<file path="src/rtl/sm83_pkg.sv">
// Shared SM83 core types and the opcode immediate-length table.
package sm83_pkg;

    typedef enum logic [1:0] {
        S_OPC,
        S_CB,
        S_IMM_LO,
        S_IMM_HI
    } fetch_state_t;

    localparam logic [7:0] OPC_CB_PREFIX = 8'hCB;

    // Number of immediate bytes following a non-prefixed opcode.
    function automatic logic [1:0] imm_len(input logic [7:0] opc);
        case (opc)
            8'h01, 8'h11, 8'h21, 8'h31,
            8'h08, 8'hC2, 8'hC3, 8'hC4,
            8'hCA, 8'hCC, 8'hCD, 8'hD2,
            8'hD4, 8'hDA, 8'hDC, 8'hEA,
            8'hFA:
                imm_len = 2'd2;
            8'h06, 8'h0E, 8'h10, 8'h16,
            8'h18, 8'h1E, 8'h20, 8'h26,
            8'h28, 8'h2E, 8'h30, 8'h36,
            8'h38, 8'h3E, 8'hC6, 8'hCE,
            8'hD6, 8'hDE, 8'hE0, 8'hE6,
            8'hE8, 8'hEE, 8'hF0, 8'hF6,
            8'hF8, 8'hFE:
                imm_len = 2'd1;
            default:
                imm_len = 2'd0;
        endcase
    endfunction

endpackage

</file>
<file path="src/rtl/sm83_fetch.sv">
// SM83 instruction fetch stage: byte-serial fetch at PC and
// assembly of opcode, CB-prefix opcode and immediates.
module sm83_fetch #(
    parameter logic [15:0] RESET_PC = 16'h0000
) (
    input  logic        clk,
    input  logic        rst_n,
    input  logic        fetch_cycle,
    input  logic        execute_cycle,
    input  logic        stall,
    input  logic        jump_valid,
    input  logic [15:0] jump_addr,
    output logic [15:0] mem_addr,
    output logic        mem_rd,
    input  logic [7:0]  mem_rdata,
    output logic [15:0] pc,
    output logic [7:0]  ir,
    output logic        cb,
    output logic [15:0] imm,
    output logic        instr_valid
);
    import sm83_pkg::*;

    fetch_state_t state_q;
    fetch_state_t state_d;

    logic [7:0]  opc_q;
    logic [7:0]  lo_q;
    logic        two_q;
    logic        done;
    logic        jump;
    logic [7:0]  ir_d;
    logic        cb_d;
    logic [15:0] imm_d;

    assign jump     = execute_cycle & jump_valid;
    assign mem_rd   = fetch_cycle & ~stall;
    assign mem_addr = pc;

    always_comb begin
        state_d = state_q;
        done    = 1'b0;
        ir_d    = opc_q;
        cb_d    = 1'b0;
        imm_d   = 16'h0000;
        unique case (state_q)
            S_OPC: begin
                ir_d = mem_rdata;
                if (mem_rdata == OPC_CB_PREFIX)
                    state_d = S_CB;
                else if (imm_len(mem_rdata) == 2'd0)
                    done = 1'b1;
                else
                    state_d = S_IMM_LO;
            end
            S_CB: begin
                ir_d = mem_rdata;
                cb_d = 1'b1;
                done = 1'b1;
            end
            S_IMM_LO: begin
                imm_d = {8'h00, mem_rdata};
                if (two_q)
                    state_d = S_IMM_HI;
                else
                    done = 1'b1;
            end
            S_IMM_HI: begin
                imm_d = {mem_rdata, lo_q};
                done  = 1'b1;
            end
            default: ;
        endcase
        if (done)
            state_d = S_OPC;
    end

    // A jump overrides any coincident fetch and drops its byte.
    always_ff @(posedge clk or negedge rst_n) begin
        if (!rst_n)
            state_q <= S_OPC;
        else if (jump)
            state_q <= S_OPC;
        else if (mem_rd)
            state_q <= state_d;
    end

    always_ff @(posedge clk or negedge rst_n) begin
        if (!rst_n) begin
            pc          <= RESET_PC;
            opc_q       <= 8'h00;
            lo_q        <= 8'h00;
            two_q       <= 1'b0;
            ir          <= 8'h00;
            cb          <= 1'b0;
            imm         <= 16'h0000;
            instr_valid <= 1'b0;
        end else begin
            instr_valid <= 1'b0;
            if (jump) begin
                pc    <= jump_addr;
                opc_q <= 8'h00;
                lo_q  <= 8'h00;
                two_q <= 1'b0;
            end else if (mem_rd) begin
                pc <= pc + 16'd1;
                if (state_q == S_OPC) begin
                    opc_q <= mem_rdata;
                    two_q <= (imm_len(mem_rdata) == 2'd2);
                end
                if (state_q == S_IMM_LO)
                    lo_q <= mem_rdata;
                if (done) begin
                    ir          <= ir_d;
                    cb          <= cb_d;
                    imm         <= imm_d;
                    instr_valid <= 1'b1;
                end
            end
        end
    end

endmodule

</file>
<file path="config.mk">
export PLATFORM = sky130hd
export DESIGN_NAME = sm83_fetch
export DESIGN_NICKNAME = d
export VERILOG_FILES = /design/src/rtl/sm83_pkg.sv /design/src/rtl/sm83_fetch.sv
export SDC_FILE = /design/constraint.sdc
export NUM_CORES = 1
export LEC_CHECK = 0
export CAP_MARGIN = 15
export CORE_MARGIN = 2
export CORE_UTILIZATION = 50
export DETAILED_ROUTE_END_ITERATION = 8
export PLACE_DENSITY_LB_ADDON = 0.2
export SYNTH_ARGS = -nofsm -noshare
export SYNTH_HDL_FRONTEND = slang
export SYNTH_SLANG_ARGS = --single-unit
</file>
<file path="constraint.sdc">
create_clock -name clk -period 2.65 [get_ports clk]
set_input_delay 0.53 -clock clk [delete_from_list [all_inputs] [get_ports clk]]
set_output_delay 0.53 -clock clk [all_outputs]
set_load 0.005 [all_outputs]
</file>
* Yosys cells after proc, flatten, opt, wreduce, memory -nomap -nowiden
Index checks and enable logic that the tools add are counted.
Storage, ports and cells: output and inout port bits 59, logic and storage cells 112, bits in registers 61
Operators by class: $add $sub $neg 1, equal/unequal tests 50, reductions and logical operators 14, bitwise gates (word level) 4, muxes and demuxes 34
Operators with widths (number):
- $eq 8x8->1 const B | 25
- $eq 8x6->1 const B | 10
- $mux 8 | 7
- $eq 8x5->1 const B | 5
- $mux 16 | 2
- $pmux 16 s2 | 1
- $reduce_or 26->1 | 1
- $mux 2 | 11
- $reduce_or 17->1 | 1
- $add 16x1->16 const B | 1
- $eq 8x4->1 const B | 2
- $mux 1 | 10
- $eq 8x1->1 const B | 1
- $eq 8x3->1 const B | 1
- $pmux 2 s2 | 2
- $eq 2x2->1 const B | 3
- $reduce_bool 2->1 | 3
- $ne 5x5->1 const B | 1
- $logic_not 2->1 | 2
- $ne 4x4->1 const B | 1
- $reduce_and 2->1 | 2
- $reduce_and 4->1 | 1
- $reduce_bool 4->1 | 1
- $reduce_or 2->1 | 2
- 5 further kinds | 7

* Depth between registers and ports, before layout
Gate-level depths: netlist of the first run.
word-level depth 12, mapped depth 8, depth with buffers taken out 7

* Least setup slack after synthesis of the first run
No wires, ideal clock.
kind input to register, start point input stall, end point register ir[0], setup slack 0.536 ns, data required time 2.525 ns, stages on the path 8, data arrival time 1.989 ns, library setup time 0.125 ns, path buffers 1, cells stage by stage nand2b_1 buf_2 inv_2 nand2b_1 a211oi_1 a21oi_4 inv_4 mux2_4
On the way: word-level cells in the longest chain between the ends 3
RTL lines:
- from (decl) | RTL line sm83_fetch.sv:10 | input logic stall,
- $not 1->1 | RTL line sm83_fetch.sv:37 | assign mem_rd = fetch_cycle & ~stall;
- $and 1x1->1 | RTL line sm83_fetch.sv:37
- named net mem_rd | RTL line sm83_fetch.sv:14 | output logic mem_rd,
- $reduce_and 3->1 (no line)
- to (signal assigned) | RTL line sm83_fetch.sv:114 | ir <= ir_d;
- to (decl) | RTL line sm83_fetch.sv:17 | output logic [7:0] ir,
The timed path passes the listed nets, and every way through them passes these cells. A chain may end at the register's enable or synchronous reset.

* Final worst setup path of the first run
start point input stall, end point output mem_rd
On the way: word-level cells in the longest chain between the ends 2
RTL lines (RTL line):
- $not 1->1 | sm83_fetch.sv:37
- $and 1x1->1 | sm83_fetch.sv:37
- to (decl) | sm83_fetch.sv:14
Every way passes these cells.

==> results of run 1 <==
-- metal layers --
| layer | vias up | global-route usage |
|---|---|---|
| li1 | 1173 | - |
| met1 | 1179 | 0.2989 |
| met2 | 110 | 0.3823 |
| met3 | 9 | 0.05435 |
| met4 | 0 | 0.06066 |
| met5 | - | 0 |
-- final cells by class --
cell class	instances	area (um2)	share of cell area
sequential	61	1526	0.3636
inverter	9	36.28	0.008644
timing repair buffer	112	1056	0.2516
clock inverter	2	10.01	0.002384
clock buffer	13	148.9	0.03547
multi-input combinational	179	1326	0.3159
tap	75	93.84	0.02235
-- through the flow --
step                total power [mW]  setup WS (ns)  cells
floorplan                      1.516         0.5359    281
global placement               1.894        0.08824    436
detailed placement             1.919        0.04008    436
CTS                            2.620         0.2089    451
global route                   2.740         0.1372    451
finish                         2.588         0.1976    451
-- flip-flops by register name (all words and copies together), names as in the netlist --
| register | count |
|---|---|
| state_q | 2 |
| instr_valid | 1 |
| two_q | 1 |
| cb | 1 |
| opc_q | 8 |
| lo_q | 8 |
| mem_addr | 16 |
| imm | 16 |
| ir | 8 |
-- worst register-to-register path, stage by stage (launching register included) --
cell     delay, ns
dfrtp_1       0.59
inv_1         0.17
nor3_1        0.84
a22o_1        0.25
-- Yosys cell counts (2+ instances only) --
cell / number
o211ai_1: 2
a22o_1: 25
mux2i_1: 9
nor2_1: 8
nand3_1: 4
nand4_1: 7
buf_4: 17
dfrtp_1: 61
o21ai_1: 4
a21oi_1: 3
xnor2_1: 7
nor3_1: 3
clkbuf_1: 7
mux2_2: 7
buf_2: 5
a31oi_1: 2
xor2_1: 9
or3_1: 2
a211oi_1: 2
nand2b_1: 2
inv_1: 7
and2_1: 2
buf_1: 2
nand2_1: 28
o21ai_0: 17
mux2_4: 8
o2bb2ai_1: 8
-- final timing paths --
path                            start  slack, ns          end
max in group asynchronous       rst_n       1.80        ir[6]
min reg2reg                    imm[4]       0.49       imm[4]
max reg2reg                state_q[1]       0.73      imm[12]
min                             rst_n       0.36  mem_addr[3]
min in group clk               imm[4]       0.49       imm[4]
max                             stall       0.20       mem_rd
-- cell families (layout without fill, tap and decap cells) --
logic type               count (synthesis)  after routing  share of synthesized area
buffers and inverters                   41            136                    0.07580
flip-flops                              61             61                     0.4945
XOR/XNOR                                16             16                    0.04540
AND/OR/NAND/NOR                         67             67                     0.1123
AO/OA/AOI/OAI                           71             71                     0.1743
adder cells (fa/ha/maj)                  1              1                   0.004053
multiplexers                            24             24                    0.09364
-- power groups by stage --
stage,clock [mW],sequential (mW),combinational [mW]
finish,0.691,1.19,0.712
global route,0.759,1.20,0.779
CTS,0.710,1.19,0.724
detailed placement,0,1.20,0.723
global placement,0,1.19,0.700
floorplan,0,1.18,0.338
==> flow_summary_export.csv, run 1 <==
group,metric,value,unit
clocking,clockBufferDepth,2,
worst_setup_path,critPathCaptureType,"primary output",
logic_synthesis,synthCells,281,
die,chipHeight,82.57,um
sta,fin_hold_ws,0.3566,ns
die,num_rows,28,
placement,place_area,4039,um2
placement,hpwlAfterDp,5165,um
worst_setup_path,cp_common_cell,"clkdlybuf4s50_1",
sta,finalSetupViolCount,0,
grt,grt-ovfl-total,0,
logic_synthesis,syn-mean-instance-area,10.98,um2
route,vias,2471,
logic_synthesis,ys_seq_area_frac,0.4945,
power,power_density,616.5,nW/um2
route,top_layer,"met4",
layout,mostFrequentLayoutCells,"clkdlybuf4s50_1, dfrtp_1, nand2_1",
die,io_pins,89,
layout,final_cell_area,4198,um2
layout,layout-drive-gt1-share,0.1569,
clocking,cts_hold_buf,0,
sta,rsz0062_at_grt,"false",
sta,maxSlewHeadroom,0.3235,
sta,max_freq,407.8,MHz
power,p_switching,701.6,uW
sta,worstMarginPinSlew,1.007,ns
worst_setup_path,cp_cell_sequence,"clkdlybuf4s50_1 > nand2b_1 > inv_2 > buf_4 > clkdlybuf4s50_1",
die,die_area,6818,um2
logic_synthesis,synth.top_cell.area_share,0.4945,
worst_setup_path,worstSetupStartpointType,"primary input",
sta,fin_crit,2.452,ns
layout,nFillCells,490,
logic_synthesis,synth_top_cell_by_area,"dfrtp_1",
power,power_frac_seq,0.458,
sta,tns,0,ns
grt,antenna_found_initial,0,
power,ir_drop,0.3606,mV
logic_synthesis,ys_warn_count,0,
route,routed_wl,7274,um
sta,drv_slew,0,
route,wl_per_cell,16.13,um
clocking,clk_latency,0.33,ns
layout,num_antenna_cells,0,
worst_setup_path,slowest_delay,0.52,ns
placement,portBuffers,88,
die,start_util,0.5183,
grt,grtUsageTotal,0.2288,
sta,finalHoldViolCount,0,
outcome,outcome,"completed",
worst_setup_path,cp_num_buf_inv,4,
layout,final_common_cell,"clkdlybuf4s50_1",
power,pwr-share-comb,0.275,
placement,routabilityCongestion,0.8912,
route,route.met3.wl,583,um
logic_synthesis,synth_enable_flop_cells,0,
grt,first_global_vias,2472,
run,cap_violations,0,
layout,areaGrowthSynthToFinish,36.00,%
power,p_leak,1.774,nW
worst_setup_path,path_class,"primary input to primary output",
worst_setup_path,cp_max_fo,6,
route,drc,0,
power,clkPwrFrac,0.267,
clocking,cts_max_level,3,
logic_synthesis,synthDistinctLibCells,50,
route,drtIter0Drc,144,
route,wl_met1,3161,um
logic_synthesis,synthFlopType,"dfrtp_1",
logic_synthesis,syn_nets,312,
clocking,cts.sinks,61,
clocking,clk_pin_slew,0.07,ns
route,viasPerCell,5.479,
route,drtPass1Iterations,5,
logic_synthesis,synthArstFlopShare,1.000,
clocking,post_cts_resized,0,
clocking,cts_setup_buffers,0,
clocking,cts_tree,"built",
logic_synthesis,synth-seq-cells,61,
min_path,hold_class,"primary input to asynchronous set/reset pin",
worst_setup_path,cpMaxStageDelayCell,"clkdlybuf4s50_1",
power,sw_frac_of_total,0.2711,
worst_setup_path,worst-path-stages,5,
grt,grt_max_degree,62,
die,coreArea,5956,um2
worst_setup_path,r2r_cells,3,
sta,period_share,0.9254,
route,ant_nets,0,
route,wl_met2,3446,um
clocking,root_buffer,"clkbuf_8",
logic_synthesis,synth_area_leaders,"dfrtp_1, a22o_1, buf_4",
die,die_w,82.57,um
worst_setup_path,arrival,1.92,ns
power,p_int,1.886,mW
grt,grt_pass1_wl,11840,um
layout,fin_util,0.7048,
clocking,cts_buffers,9,
layout,final_nets,403,
logic_synthesis,synth_area,3087,um2
sta,finClkSkew,0.007119,ns
worst_setup_path,required,2.12,ns
worst_setup_path,critPathTopFamily,"buffers and inverters",
No activity file was read; power rests on OpenSTA's default activity.
==> run 2, diff against run 1 <==
--- a/config.mk
+++ b/config.mk
@@ -6,6 +6,7 @@
 export NUM_CORES = 1
 export LEC_CHECK = 0
 export CAP_MARGIN = 15
+export CORE_ASPECT_RATIO = 1.5
 export CORE_MARGIN = 2
 export CORE_UTILIZATION = 50
 export DETAILED_ROUTE_END_ITERATION = 8
==> run 2 against run 1 <==
  * Combinational power shrank 0.6%
  * Clock skew grew 0.0016 ns
  * Critical path type is now primary input to flop
  * Clock power increased by 15%
  * Core utilization is 0.42 points lower
  * Largest power group unchanged
  * Via count about the same
  * Register-to-register slack lost 0.09 ns
==> flow_summary_export.csv, run 2 (synthesis gave the netlist of run 1 again) <==
group,metric,value,unit
clocking,clockBufferDepth,2,
route,drc,0,
route,ant_nets,0,
layout,final_common_cell,"clkdlybuf4s50_1",
die,num_rows,35,
grt,first_global_vias,2453,
route,route.met3.wl,464,um
layout,nFillCells,477,
placement,routabilityCongestion,0.8361,
sta,maxSlewHeadroom,0.4143,
worst_setup_path,worstReg2RegEnd,"opc_q[6]",
worst_setup_path,r2r_cells,3,
clocking,cts_setup_buffers,0,
run,cap_violations,0,
grt,grt_pass1_wl,11610,um
route,top_layer,"met4",
worst_setup_path,critPathCaptureType,"flop",
die,start_util,0.5108,
die,coreArea,6043,um2
power,ir_drop,0.3570,mV
die,die_w,68.16,um
die,chipHeight,100.2,um
clocking,clk_pin_slew,0.07,ns
layout,mostFrequentLayoutCells,"clkdlybuf4s50_1, dfrtp_1, nand2_1",
die,die_area,6831,um2
sta,period_share,0.8845,
die,io_pins,89,
worst_setup_path,crit-reg2reg-launch,"state_q[0]",
placement,portBuffers,88,
route,wl_per_cell,15.94,um
grt,grt-ovfl-total,0,
placement,dp_slack,-0.06140,ns
route,routed_wl,7191,um
worst_setup_path,cp_max_fo,9,
sta,max_freq,426.6,MHz
min_path,hold_class,"primary input to asynchronous set/reset pin",
outcome,outcome,"completed",
sta,finClkSkew,0.008681,ns
power,power_density,633.9,nW/um2
route,wl_met2,3676,um
clocking,cts_buffers,9,
sta,rsz0062_at_grt,"false",
placement,hpwlAfterDp,5182,um
clocking,cts_tree,"built",
worst_setup_path,arrival,2.56,ns
route,drtIter0Drc,135,
route,vias,2472,
sta,fin_hold_ws,0.2173,ns
grt,grtUsageTotal,0.2266,
worst_setup_path,path_class,"primary input to flop",
power,finalPower,2.684,mW
clocking,post_cts_resized,0,
layout,layout-drive-gt1-share,0.1671,
grt,grt_max_degree,38,
worst_setup_path,r2r_setup_slack,0.64,ns
route,wl_met1,2888,um
grt,antenna_found_initial,0,
sta,layout_setup_ws,0.3061,ns
power,p_leak,1.778,nW
layout,final_cell_area,4234,um2
clocking,cts_max_level,3,
clocking,cts_hold_buf,0,
sta,finalSetupViolCount,0,
layout,num_antenna_cells,0,
layout,final_nets,404,
placement,place_area,4045,um2
layout,areaGrowthSynthToFinish,37.17,%
route,viasPerCell,5.481,
worst_setup_path,required,2.87,ns
clocking,cts.sinks,61,
sta,finalHoldViolCount,0,
layout,fin_util,0.7006,
worst_setup_path,worstSetupStartpointType,"primary input",
sta,drv_slew,0,
sta,fin_crit,2.344,ns
sta,worstMarginPinSlew,0.8744,ns
route,drtPass1Iterations,4,
clocking,clk_latency,0.34,ns
clocking,root_buffer,"clkbuf_8",
## run 2: final cells by class
class / instances / area (um2) / share of cell area
tap: 74 / 92.59 / 0.02187
clock inverter: 6 / 65.06 / 0.01537
sequential: 61 / 1526 / 0.3605
clock buffer: 9 / 123.9 / 0.02926
multi-input combinational: 179 / 1326 / 0.3132
inverter: 9 / 36.28 / 0.008570
timing repair buffer: 113 / 1064 / 0.2512
## run 2: stage by stage
stage | std cells | TNS, ns
5_1_grt | 451 | 0
3_3_place_gp | 436 | 0
3_5_place_dp | 436 | -0.5407
2_1_floorplan | 281 | 0
4_1_cts | 451 | 0
6_report | 451 | 0
## run 2: worst max path at each step
stage,start,end,cells after the start
finish,mem_rdata[2],ir[4],7
CTS,mem_rdata[2],ir[5],7
floorplan,stall,ir[0],8
global route,mem_rdata[2],ir[3],7
global placement,mem_rdata[2],ir[0],7
detailed placement,mem_rdata[2],ir[5],7
## run 2: layer usage
layer  track usage  vias to the layer above
met5             0                        -
met4       0.09692                        0
met3       0.04596                       15
met2        0.3697                       92
met1        0.2868                     1186
li1              -                     1179
## run 2: critical path, stage by stage
cell,delay [ns]
clkdlybuf4s50_1,0.56
and4b_1,0.25
a22o_1,0.23
a311oi_2,0.38
a21oi_4,0.12
inv_4,0.17
mux2_4,0.32
## run 2: power breakdown
part           total [mW]  switching, mW  leakage, nW  internal [mW]
Clock               0.796          0.370       0.0833          0.426
Sequential           1.18          0.117        0.798           1.06
Combinational       0.708          0.242        0.897          0.466
==> edit (config.mk and constraints of run 2) <==
The 4 states of `fetch_state_t` get a one-hot encoding in 4 bits.
--- a/src/rtl/sm83_pkg.sv
+++ b/src/rtl/sm83_pkg.sv
@@ -1,11 +1,11 @@
 // Shared SM83 core types and the opcode immediate-length table.
 package sm83_pkg;
 
-    typedef enum logic [1:0] {
-        S_OPC,
-        S_CB,
-        S_IMM_LO,
-        S_IMM_HI
+    typedef enum logic [3:0] {
+        S_OPC    = 4'b0001,
+        S_CB     = 4'b0010,
+        S_IMM_LO = 4'b0100,
+        S_IMM_HI = 4'b1000
     } fetch_state_t;
 
     localparam logic [7:0] OPC_CB_PREFIX = 8'hCB;
Function: no difference found for any inputs over 4 cycles, from zero or initial values and one cycle with rst_n low; so few cycles prove little.
==> edit against run 2 <==
Combinational power grew 43%; largest power group unchanged; sequential cell count increased by 2; setup slack worse by 0.11 ns; critical path depth unchanged; critical path type unchanged; final area increased by 6.1%; fmax fell by 4.5%; register-to-register slack worse by 0.17 ns; wire length rose by 8.3%; count of clock-buffer cells in the layout increased by 1; clock skew down 0.00087 ns; first-iteration DRC count fell by 39%; total power up 15%; synthesized area increased by 9.2%.
==> edit: results (changes against run 2) <==
[layout]
fin_cells=500  ; +11%
nNonClkBuffers=117  ; +3.5%
buf_share=0.246  ; -0.00508
final_nets=451  ; +12%
n_clock_buffer=10  ; +1
seq_share=0.351  ; -0.00946
drive_above_1_share=0.172  ; +0.00506
multi_input_gates=216  ; +21%
multi_input_area_share=0.331  ; +0.0181
fill_cells=532  ; +12%
seq_cells=63  ; +3.3%
num-nonclk-inverters=13  ; +4
clkCellAreaFrac=0.0395  ; -0.00509

[global_routing]
grt_max_degree=31  ; -18%
use_met1=0.269  ; -0.0179
met3_usage=0.0347  ; -0.0112
use_met2=0.385  ; +0.0148
grt_pass1_wl_um=13000  ; +12%
grt_pass1_vias=2727  ; +11%
groute.usage.overall=0.221  ; -0.00559

[synth]
synthAdderAreaFrac=0.00371  ; -0.000340
muxShareOfSynthArea=0.118  ; +0.0244
syn-instance-count=331  ; +18%
synth_compound_area_frac=0.118  ; -0.0566
synth_nets=362  ; +16%
yosysWarnings=0  ; unchanged
synth_xor_area_frac=0.0468  ; +0.00139
synthTopCellsByArea=dfrtp_1 (46%), nand2_1 (5.2%), mux2_2 (4.7%)
ys_top_cells_by_count=dfrtp_1 (62), nand2_1 (47), buf_4 (19)
ys_seq_area_frac=0.468  ; -0.0263

[placement]
dp_hpwl_um=5810  ; +12%
dpl.cell_count=485  ; +11%
gp_congestion=0.940  ; +12%
dp_slack_ns=-0.126  ; -0.0649 ns

[routing]
vias_per_cell=5.51  ; +0.45%
route.met3.wl_um=404  ; -13%
m1WireLength_um=3150  ; +9.1%
firstDrtPassIters=6  ; +2
drt_iter0_markers=83  ; -39%
routed_wl_um=7790  ; +8.3%
wl_met2_um=4130  ; +12%

[timing]
fin_skew_ns=0.00782  ; -0.000866 ns
maxSlewHeadroom=0.431  ; +0.0164
max_clock_freq_mhz=407  ; -4.5%

[worst_setup_path]
r2r-end=ir[3]$_DFFE_PN0P_
critPathCapture=imm[0]$_DFFE_PN0P_
reg2reg_from=state_q[1]$_DFFE_PN0P_
critical-path-top-delay-family=compound AO/OA/AOI/OAI gates
crit_path_start=mem_rdata[1]
slowest_delay_ns=0.54  ; -0.02 ns
crit_slowest_cell=clkdlybuf4s50_1
rr_worst_depth=6  ; +3
rrSetupSlack_ns=0.47  ; -0.17 ns

[power_and_ir_drop]
peakVddDrop_mv=0.547  ; +53%
leakage_nw=1.88  ; +5.6%

[clocking]
cts_resized=0  ; unchanged
htree_num_levels=3  ; unchanged

[outcome]
status=complete, no violations

[hold_path]
hold_class=in -> async

==> edit: cell count changes after synthesis, moves of 5 or more <==
cell,change
a22o_1,-9
nand3_1,+8
nand2_1,+19
o2bb2ai_1,-8
xnor2_1,+6
mux2_2,+7
a21oi_1,+9
inv_1,+5
==> edit: where the power goes <==
group	leakage (nW)	total [W]	internal, W	switching [W]
combinational	0.953	0.00101	0.000648	0.000364
sequential	0.829	0.00129	0.00114	0.000157
clock	0.0957	0.000782	0.000423	0.000359
==> edit: metrics by stage <==
| step | area [um2] | setup TNS (ns) | hold slack [ns] | power, W | util |
|---|---|---|---|---|---|
| floorplan | 3370 | 0 | 0.234 | 0.00187 | - |
| global placement | 4320 | -0.660 | 0.478 | 0.00230 | 0.661 |
| detailed placement | 4320 | -2.31 | 0.482 | 0.00233 | 0.661 |
| CTS | 4490 | 0 | 0.213 | 0.00312 | 0.688 |
| global route | 4490 | 0 | 0.234 | 0.00327 | 0.688 |
| finish | 4490 | 0 | 0.203 | 0.00309 | 0.688 |
